File: config.mk
export PLATFORM = sky130hd
export DESIGN_NAME = bp_history_table
export DESIGN_NICKNAME = d
export VERILOG_FILES = /design/src/rtl/bp_history_table.sv
export SDC_FILE = /design/constraint.sdc
export NUM_CORES = 1
export LEC_CHECK = 0
export ABC_AREA = 1
export BUFFER_PORTS_ARGS = -buffer_cell sky130_fd_sc_hd__buf_2
export CAP_MARGIN = 15
export CORE_MARGIN = 2
export CORE_UTILIZATION = 40
export CTS_BUF_LIST = sky130_fd_sc_hd__clkbuf_16
export DETAILED_ROUTE_END_ITERATION = 16
export SYNTH_ARGS = -nofsm -noshare
export SYNTH_HDL_FRONTEND = slang
export SYNTH_SLANG_ARGS = --single-unit
export TNS_END_PERCENT = 10
File: constraint.sdc
create_clock -name clock -period 2.7 [get_ports clock]
set_input_delay 0.135 -clock clock [delete_from_list [all_inputs] [get_ports clock]]
set_output_delay 0.135 -clock clock [all_outputs]
set_load 0.03 [all_outputs]
File: src/rtl/bp_history_table.sv
// Direct-mapped branch history table + target buffer feeding the fetch PC select.
// Latency: lookup result registered one cycle after PC_in; updates land on the same edge.
// Backpressure: stall_in freezes the lookup outputs; execute updates are never blocked.
module bp_history_table #(
    parameter int         PC_W     = 16,
    parameter int         IDX_W    = 4,
    parameter logic [1:0] CTR_INIT = 2'b01
) (
    input  logic            clock,
    input  logic            reset,
    input  logic            stall_in,
    input  logic [PC_W-1:0] PC_in,
    output logic            H_BP_out,
    output logic [PC_W-1:0] BTA_out,
    input  logic            upd_en,
    input  logic [PC_W-1:0] upd_pc,
    input  logic            upd_taken,
    input  logic [PC_W-1:0] upd_target
);

    localparam int DEPTH = 1 << IDX_W;
    localparam int TAG_W = PC_W - IDX_W;

    logic             valid_q [DEPTH];
    logic             valid_d [DEPTH];
    logic [TAG_W-1:0] tag_q   [DEPTH];
    logic [TAG_W-1:0] tag_d   [DEPTH];
    logic [PC_W-1:0]  tgt_q   [DEPTH];
    logic [PC_W-1:0]  tgt_d   [DEPTH];
    logic [1:0]       ctr_q   [DEPTH];
    logic [1:0]       ctr_d   [DEPTH];

    logic             h_bp_q, h_bp_d;
    logic [PC_W-1:0]  bta_q, bta_d;

    logic [IDX_W-1:0] lk_idx, up_idx;
    logic [TAG_W-1:0] lk_tag, up_tag;
    logic             lk_hit, up_hit;

    assign lk_idx = PC_in[IDX_W-1:0];
    assign lk_tag = PC_in[PC_W-1:IDX_W];
    assign up_idx = upd_pc[IDX_W-1:0];
    assign up_tag = upd_pc[PC_W-1:IDX_W];
    assign lk_hit = valid_q[lk_idx] && (tag_q[lk_idx] == lk_tag);
    assign up_hit = valid_q[up_idx] && (tag_q[up_idx] == up_tag);

    assign H_BP_out = h_bp_q;
    assign BTA_out  = bta_q;

    // Lookup reads the registered table, so a same-cycle update is not seen (read-before-write).
    always_comb begin
        h_bp_d = h_bp_q;
        bta_d  = bta_q;
        if (!stall_in) begin
            if (lk_hit) begin
                h_bp_d = ctr_q[lk_idx][1];
                bta_d  = tgt_q[lk_idx];
            end else begin
                h_bp_d = 1'b0;
                bta_d  = '0;
            end
        end
    end

    // Resolution update: train on hit, allocate only taken branches with a usable target.
    always_comb begin
        valid_d = valid_q;
        tag_d   = tag_q;
        tgt_d   = tgt_q;
        ctr_d   = ctr_q;
        if (upd_en) begin
            if (up_hit) begin
                if (upd_taken) begin
                    if (ctr_q[up_idx] != 2'b11) begin
                        ctr_d[up_idx] = ctr_q[up_idx] + 2'd1;
                    end
                    // A zero target would read back as "no branch", so it is never stored.
                    if (upd_target != '0) begin
                        tgt_d[up_idx] = upd_target;
                    end
                end else if (ctr_q[up_idx] != 2'b00) begin
                    ctr_d[up_idx] = ctr_q[up_idx] - 2'd1;
                end
            end else if (upd_taken && (upd_target != '0)) begin
                valid_d[up_idx] = 1'b1;
                tag_d[up_idx]   = up_tag;
                tgt_d[up_idx]   = upd_target;
                ctr_d[up_idx]   = 2'b10;
            end
        end
    end

    // Table and output registers with asynchronous clear.
    always_ff @(posedge clock or negedge reset) begin
        if (!reset) begin
            for (int i = 0; i < DEPTH; i++) begin
                valid_q[i] <= 1'b0;
                tag_q[i]   <= '0;
                tgt_q[i]   <= '0;
                ctr_q[i]   <= CTR_INIT;
            end
            h_bp_q <= 1'b0;
            bta_q  <= '0;
        end else begin
            valid_q <= valid_d;
            tag_q   <= tag_d;
            tgt_q   <= tgt_d;
            ctr_q   <= ctr_d;
            h_bp_q  <= h_bp_d;
            bta_q   <= bta_d;
        end
    end

endmodule

; ---- Yosys cells after proc, flatten, opt, wreduce, memory -nomap -nowiden
; Index checks and enable logic that the tools add are counted.
[word_totals]
regBits = 513
inputBits = 53
output_inout_bits = 17
word_cells = 139
[op_classes]
n_addsub = 2
order_cmp = 3
n_eq_ne = 7
mux = 44
n_bitwise = 7
reduce_logical = 10
[op_table]
columns = cell, n
row1 = $mux W256, 4
row2 = $bwmux W256, 1
row3 = $bwmux W192, 1
row4 = $mux W32, 5
row5 = $bmux W12 S4, 2
row6 = $bmux W16 S4, 1
row7 = $bwmux W32, 2
row8 = $demux W16 S4, 1
row9 = $mux W16, 4
row10 = $mux W12, 5
row11 = $demux W12 S4, 1
row12 = $or A16 B16 Y16, 2
row13 = $eq A12 B12 Y1, 2
row14 = $and A16 B16 Y16, 1
row15 = $bmux W2 S4, 2
row16 = $not A16 Y16, 1
row17 = $reduce_bool A16 Y1, 1
row18 = $ge A5 B5 Y1 const B, 2
row19 = $mux W2, 5
row20 = $not A4 Y5, 2
row21 = $bmux W1 S4, 2
row22 = $demux W2 S4, 1
row23 = $reduce_and A4 Y1, 2
row24 = $mux W1, 6
row25 = other kinds (11), 17

; ---- Longest topological paths before layout
; Gate-level depths: netlist of run 1.
[logic_depth]
depth_word = 9
ltp_mapped = 24
depth_no_buf = 20

; ---- Least setup slack after synthesis of run 1
; Ideal clock, no wire load.
[synth_path]
path_kind = in2reg
from = input port upd_pc[0]
to = register ctr_q[15] (netlist bit)
setup_ps = 66
t_arrival_ps = 2347
required_ps = 2634
slack_ps = 287
path_stages = 15
path_cell_list = buf_4 buf_8 nor2_1 buf_6 inv_1 o21ai_0 o21ai_0 nand4_1 inv_1 ha_1 xnor2_1 nand3b_1 clkbuf_1 nand4_1 nand2_1
[synth_via]
elab_chain_len = 9
[synth_lines]
columns = item, line_no
row1 = "start, declared", 16  ; input logic [PC_W-1:0] upd_pc,
row2 = $not A4 Y5 (not written as such) *, -
row3 = $bmux W2 S4 (tied with other cells), -
row4 = $mux W2 (not written as such) / $logic_and A1 B1 Y1 (equally long branches), -
row5 = $mux W2 (on tied branches), -
row6 = $sub A2 B1 Y2 (tied with other cells), 82  ; ctr_d[up_idx] = ctr_q[up_idx] - 2'd1;
row7 = $bwmux W32 (on tied branches), "82, 75"
row8 = $mux W32 (on tied branches), "81, 74"
row9 = $mux W32, 73  ; if (upd_taken) begin
row10 = $mux W32, 72  ; if (up_hit) begin
row11 = "end signal, assigned", 108  ; ctr_q <= ctr_d;
row12 = "end, declared", 30  ; logic [1:0] ctr_q [DEPTH];
; Every way passes the cells marked *; elsewhere a longest branch is shown, timed or not. The select of a mux whose other input is x is not followed.
; A chain may end at the register's enable or synchronous reset.

; ---- Worst setup path in the final report of run 1
[layout_path]
from = register tag_q[9] (netlist bit)
to = register ctr_q[21] (netlist bit)
[layout_via]
elab_chain_len = 7
[layout_lines]
columns = item, line_no
row1 = "start, declared", 26  ; logic [TAG_W-1:0] tag_q [DEPTH];
row2 = "start signal, assigned", 106  ; tag_q <= tag_d;
row3 = $bmux W12 S4 *, 45  ; assign up_hit = valid_q[up_idx] && (tag_q[up_idx] == up_tag);
row4 = $mux W12 (not written as such) * (2 in a row), 45
row5 = $eq A12 B12 Y1 *, 45
row6 = $logic_and A1 B1 Y1 *, 45
row7 = $ne A3 B2 Y1 (no line) / $reduce_bool A2 Y1 (equally long branches), -
row8 = $reduce_and A4 Y1 (no line), -
; Marks and branches as above.

==> flow_summary.yaml, run 1 <==
status:
  status: "finished, final reports clean"
clocking:
  clock-sinks: 513
  cts_tree: "yes"
  numCtsBuffers: 58
  clockRootBuffer: "clkbuf_16"
  clk_pin_slew_ps: 60
  cts_htree_levels: 2
  insertion_delay_ps: 670
  cts_buffer_depth: 3
setup_path:
  crit_arrival_ps: 2940
  worstSetupEndpointType: "flip-flop"
  critPathLaunchType: "flip-flop"
  worstSetupPathType: "reg2reg"
  r2r_slack_ps: 220
  r2r_start: "tag_q[9]$_DFFE_PN0P_"
  required_ps: 3170
  ff2ff_path_depth: 18
  timing.rr.end: "ctr_q[21]$_DFFE_PN0P_"
  cp_max_fo: 24
pwr:
  power_mw: 21.4
  clkPwrFrac_pct: 35.1
  p_leak_nw: 15.5
  power_density_nw_per_um2: 670
  p_sw_share_pct: 30.3
  p_seq_share_pct: 46.0
  p_comb_share_pct: 18.9
  internal_power_mw: 14.9
  p_sw_mw: 6.50
  ir_drop_mv: 0.638
hold_path:
  hp-start: "upd_pc[4]"
  hold_class: "in2reg"
  holdPathEnd: "tag_q[144]$_DFFE_PN0P_"
  hold-path-cell-count: 4
layout:
  area_growth_syn_to_layout_pct: 17.4
  fillers: 6638
  drive_above_1_share_pct: 15.8
  num-nets-final: 3683
  antenna_cells: 0
  fin_cells: 4545
global_route:
  grt_pass1_vias: 22893
  antenna_found_initial: 1
  gr-total-overflow: 0
  grt.total_usage_pct: 25.6
  grt_max_degree: 101
  grt_pass1_wl_um: 139000
synth:
  syn-cell-area_um2: 27200
  ys_ff_latch: 513
  ys.flop_type: "dfrtp_1"
  synth_compound_area_share_pct: 16.5
  synth_warnings: 0
  synth-adder-area-share_pct: 0.0918
  synth.mux.area_fraction_pct: 5.45
  synth_cells: 3490
  synth.distinct_cells: 45
  synth_nets: 3545
  synth_edf_count: 0
  synthArstFlopShare_pct: 100
  synth-simple-area-share_pct: 22.1
  synth_top_family_by_area: "simple AND/OR/NAND/NOR gates"
  avgSynthCellArea_um2: 7.81
  synth_xor_area_share_pct: 0.161
  yosysSeqAreaShare_pct: 47.2
run:
  maxCapViolations: 0
place:
  place_ws_ps: -151
  port_buffers: 69
  dp_hpwl_um: 58900
  dp_cells: 4409
  gp_congestion: 0.924
timing:
  worst-slew-pin-transition_ps: 908
  setup_viol: 0
  period_needed_ps: 2480
  drv_slew: 0
  slew_headroom_pct: 39.3
  setup_ws_ps: 224
  fmax_ghz: 0.404
  hold_viol_final: 0
  fin_skew_ps: 95.5
  whs_ps: 31.3
  fin_crit_sh_pct: 91.7
route:
  vias: 24136
  drt-wirelength-per-cell_um: 19.7
  firstDrtPassIters: 6
  drc: 0
  routed_wl_um: 89600
  first_iter_violations: 2267
  postRouteAntennaNets: 0
  detail_route.vias_per_cell: 5.31
die:
  rows: 95
  die_width_um: 265
  placeableCoreArea_um2: 67300
  ios: 70
  die_h_um: 265
  start_util_pct: 40.5
  die_area_um2: 70200
-- synth_stat cells, drive strengths merged, types with 2 or more instances --
library cell | count | area, µm²
nand2 | 1065 | 4130
o21ai | 519 | 2600
dfrtp | 497 | 12400
inv | 288 | 1080
nor2 | 202 | 816
a21oi | 197 | 986
nand3 | 153 | 766
clkbuf | 133 | 499
mux2 | 130 | 1460
buf | 113 | 748
o211ai | 59 | 443
nand4 | 38 | 238
a311oi | 16 | 140
dfstp | 16 | 420
a211oi | 12 | 90.1
a22oi | 12 | 90.1
o21bai | 5 | 41.3
a31oi | 4 | 25.0
nor4 | 4 | 25.0
o22ai | 4 | 25.0
xnor2 | 3 | 26.3
a21o | 2 | 15.0
a221oi | 2 | 17.5
clkinv | 2 | 7.51
ha | 2 | 25.0
mux2i | 2 | 20.0
nor3 | 2 | 10.0
or2 | 2 | 12.5
xor2 | 2 | 17.5
-- metrics by stage --
stage | utilization (%) | area (µm²) | TNS, ps
after floorplan | - | 27200 | 0
after global placement | 44.4 | 29900 | -2140
after detailed placement | 44.4 | 29900 | -3410
after CTS | 47.4 | 31900 | 0
after global routing | 47.6 | 32000 | -31.8
final | 47.6 | 32000 | 0
-- critical path, cell delays in order, from the launching register on --
cell and delay (ps):
dfrtp_1 390, nand2_1 60, o21ai_0 100, nand2_1 80, nand2_1 50, nand2_1 60, nand2_2 90, o21ai_1 180
buf_4 150, nand2_1 40, nor2_1 80, nand2_1 90, nor2_4 230, nand3_1 130, nand2_2 150, buf_12 170
nand3_1 100, nand2_1 90, nand2_1 40
-- worst max-delay path by stage --
| stage | slack [ps] | from | depth (start not counted) | to |
|---|---|---|---|---|
| final | 220 | tag_q[9]$_DFFE_PN0P_ | 18 | ctr_q[21]$_DFFE_PN0P_ |
| after global placement | -110 | upd_pc[0] | 18 | ctr_q[7]$_DFFE_PN0P_ |
| after floorplan | 290 | upd_pc[0] | 15 | ctr_q[15]$_DFFE_PN0P_ |
| after detailed placement | -150 | upd_pc[0] | 18 | ctr_q[21]$_DFFE_PN0P_ |
| after global routing | -20 | tag_q[140]$_DFFE_PN0P_ | 18 | ctr_q[21]$_DFFE_PN0P_ |
| after CTS | 120 | tag_q[171]$_DFFE_PN0P_ | 18 | ctr_q[3]$_DFFE_PN0P_ |
-- kinds of logic (layout without fill, tap and decap cells) --
group	after synthesis	in the layout
AND/OR/NAND/NOR	1468	1468
buffers and inverters	536	718
XOR/XNOR	5	5
adder cells (fa/ha/maj)	2	2
AO/OA/AOI/OAI	834	834
multiplexers	132	132
flip-flops	513	513
-- power by group through the flow --
stage | registers, mW | logic, mW | clock network [mW]
2_1_floorplan | 9.76 | 2.73 | 0
3_3_place_gp | 9.93 | 3.92 | 0
3_5_place_dp | 9.96 | 3.99 | 0
4_1_cts | 9.84 | 4.04 | 7.69
5_1_grt | 10.0 | 4.62 | 8.02
6_report | 9.86 | 4.06 | 7.52
-- per-layer routing --
metal	global-route usage, %	share of wire [%]	up-vias
li1	-	-	11710
met1	36.1	45	11544
met2	40.8	46	731
met3	3.69	6.1	151
met4	7.99	3.1	0
met5	0	0	-
-- state kept, by name, indices dropped and copies added, names as in the netlist --
signal,flops
ctr_q,32
tag_q,192
valid_q,16
BTA_out,16
H_BP_out,1
tgt_q,256
-- final cells by class --
| cell class | instances | area, µm² | area share [%] |
|---|---|---|---|
| multi-input cells | 2441 | 12100 | 38.0 |
| inverters | 290 | 1100 | 3.44 |
| repair buffers | 324 | 3010 | 9.41 |
| flip-flops and latches | 513 | 12900 | 40.2 |
| clock inverters | 46 | 337 | 1.05 |
| well taps | 873 | 1090 | 3.41 |
| clock buffers | 58 | 1450 | 4.54 |
-- cell usage in the layout (no fill, tap or decap), drive strengths merged, types with 38 or more instances in the layout --
cell    synthesis  layout
a21oi         197     197
buf           113     300
clkbuf        133      58
dfrtp         497     497
inv           288     302
mux2          130     130
nand2        1065    1065
nand3         153     153
nand4          38      38
nor2          202     202
o211ai         59      59
o21ai         519     519
-- repair_timing --
action / in CTS / in global routing
setup buffers: 0 / 8
gates resized for setup: 0 / 15
setup endpoints to repair: 0 / 126
hold endpoints to repair: 721 / 0
hold buffers: 24 / 0
Note: power is estimated with default switching activity, not from simulation.
==> inputs of run 2 (changes only) <==
Settings changed: ABC_AREA 1 to not set, GPL_TIMING_DRIVEN set to 0.
==> flow_summary.yaml, run 2 <==
clocking:
  numCtsBuffers: 56
  cts_buffer_depth: 3
  clockRootBuffer: "clkbuf_16"
  cts_htree_levels: 2
  cts_tree: "yes"
  clk_pin_slew_ps: 60
  clock-sinks: 513
  insertion_delay_ps: 630
synth:
  synth.distinct_cells: 50
  synth_edf_count: 0
  synthArstFlopShare_pct: 100
  yosysSeqAreaShare_pct: 50.7
  syn-cell-area_um2: 25400
  ys.flop_type: "dfrtp_1"
  yosysMostFrequentCell: "dfrtp_1"
  synth_warnings: 0
  synth_nets: 1701
  synth_top_area_share_pct: 49.0
  yosysTopAreaCell: "dfrtp_1"
  synth_cells: 1646
  avgSynthCellArea_um2: 15.4
  ys_ff_latch: 513
  synth_common_cells: "dfrtp_1, mux2_2, mux2_1"
  synthTopCellsByArea: "dfrtp_1, mux4_2, mux2_2"
timing:
  fmax_ghz: 0.301
  worst-slew-pin-transition_ps: 1220
  drv_slew: 0
  fin_skew_ps: 33.4
  whs_ps: 7.98
  setup_viol: 257
  slew_headroom_pct: 18.6
  setup_ws_ps: -622
  fin_crit_sh_pct: 123
  period_needed_ps: 3320
  fin_tns_setup_ps: -113900
  hold_viol_final: 0
  rsz0062_at_grt: "true"
route:
  firstDrtPassIters: 5
  vias: 15852
  drt-wirelength-per-cell_um: 27.9
  drc: 0
  routed_wl_um: 75300
  detail_route.vias_per_cell: 5.87
  postRouteAntennaNets: 0
  first_iter_violations: 1341
pwr:
  ir_drop_mv: 0.540
  p_leak_nw: 13.1
  power_density_nw_per_um2: 702
layout:
  area_growth_syn_to_layout_pct: 17.1
  layout_commonest_cell: "dfrtp_1"
  largest_register_ffs: 256
  drive_above_1_share_pct: 42.4
  fin_area_um2: 29700
  num-nets-final: 1864
  final_cell_mix: "dfrtp_1, mux2_2, mux4_2"
  top_register: "tgt_q"
  top_regs: "tgt_q: 256 flops, tag_q: 192 flops, ctr_q: 32 flops"
die:
  die_width_um: 256
  placeableCoreArea_um2: 62900
  die_area_um2: 65500
  die_h_um: 256
  rows: 92
  ios: 70
  start_util_pct: 40.4
place:
  placed_area_um2: 27000
  dp_hpwl_um: 48200
  gp_congestion: 0.837
  port_buffers: 57
global_route:
  grt_max_degree: 131
  grt_pass1_vias: 16510
  grt.total_usage_pct: 23.1
  antenna_found_initial: 4
  grt_pass1_wl_um: 112000
  gr-total-overflow: 0
status:
  status: "finished with violations"
  violations: "setup timing"
setup_path:
  r2r_start: "tag_q[51]$_DFFE_PN0P_"
  worstSetupPathType: "reg2reg"
  worstSetupEndpointType: "flip-flop"
  startpoint: "tag_q[51]$_DFFE_PN0P_"
  cp_max_fo: 5
  critPathLaunchType: "flip-flop"
  required_ps: 3190
  crit_arrival_ps: 3810
run:
  maxCapViolations: 0
hold_path:
  hold_class: "in2async"
-- run 2: cell types whose count changed after synthesis, moves of 42 or more --
cell      delta
nand2_1    -994
mux2_1     +206
mux4_2     +199
mux2i_1     +42
nor2_1     -177
nand3_1    -149
clkbuf_1    -60
mux2_2     +129
o211ai_1    -59
inv_1      -247
o21ai_0    -452
o21ai_1     -46
a21oi_1    -195
-- run 2: what timing repair did --
| action | 4_1_cts | 5_1_grt |
|---|---|---|
| gates cloned | 7 | 1 |
| gates resized for setup | 181 | 29 |
| pin swaps | 8 | 14 |
| hold buffers | 23 | 0 |
| hold endpoints to repair | 401 | 0 |
| buffers inserted | 8 | 0 |
| setup endpoints to repair | 417 | 359 |
-- run 2: final timing paths --
kind	slack (ps)	cells past startpoint	end
hold / removal	8	2	tag_q[28]$_DFFE_PN0P_
max in group asynchronous	1180	4	tgt_q[225]$_DFFE_PN0P_
min in group clock	50	4	ctr_q[27]$_DFFE_PN0P_
setup / recovery	-620	11	tag_q[149]$_DFFE_PN0P_
hold reg to reg	480	2	BTA_out[0]$_DFFE_PN0N_
setup reg to reg	-620	11	tag_q[149]$_DFFE_PN0P_
-- run 2: worst max-delay path, stage by stage (launching register included) --
cell and delay [ps]:
dfrtp_1 400, mux4_2 500, and4b_1 200, nor4_1 330
nand3_1 240, nand4_1 190, a211oi_4 60, buf_6 140
buf_4 170, nor2_2 380, buf_6 240, mux2_1 330
-- run 2: cell type report --
class / instances / area [µm²]
clock inverters: 46 / 297
plain buffers: 141 / 1040
fillers: 5507 / 33200
diodes: 1 / 2.50
multi-input cells: 957 / 12000
well taps: 846 / 1060
inverters: 36 / 135
repair buffers: 104 / 875
clock buffers: 56 / 1400
flip-flops and latches: 513 / 12900
-- run 2: cell families (layout without fill, tap and decap cells) --
family	count (synthesis)	after routing	synth area share (%)
muxes	708	708	40.0
DFF	513	513	50.7
buffers and inverters	177	383	3.02
and+or+nand+nor	142	143	2.85
AOI/OAI and AO/OA	76	76	2.34
xor gates and xnor gates	28	28	0.967
adders and majority gates	2	2	0.0986
other	0	1	0
-- run 2: power breakdown --
part	switching (mW)	total, mW	internal [mW]
registers	0.821	9.88	9.06
clock network	3.26	7.21	3.96
logic	1.55	3.75	2.21
total	5.62	20.8	15.2
-- run 2: metal layers --
metal | GRT usage, % | wire length, µm
met5 | 0 | 7
met4 | 5.80 | 1720
met3 | 4.81 | 5040
met2 | 36.3 | 35500
met1 | 33.0 | 33000
-- run 2: metrics by stage --
step / power, mW / instances / worst slack [ps] / util (%)
finish: 20.8 / 2700 / -622 / 47.3
CTS: 21.0 / 2698 / -541 / 47.1
global route: 21.7 / 2700 / -686 / 47.3
global placement: 13.4 / 2549 / -8950 / 42.7
detailed placement: 13.6 / 2558 / -2390 / 43.0
floorplan: 12.4 / 1646 / -370 / -
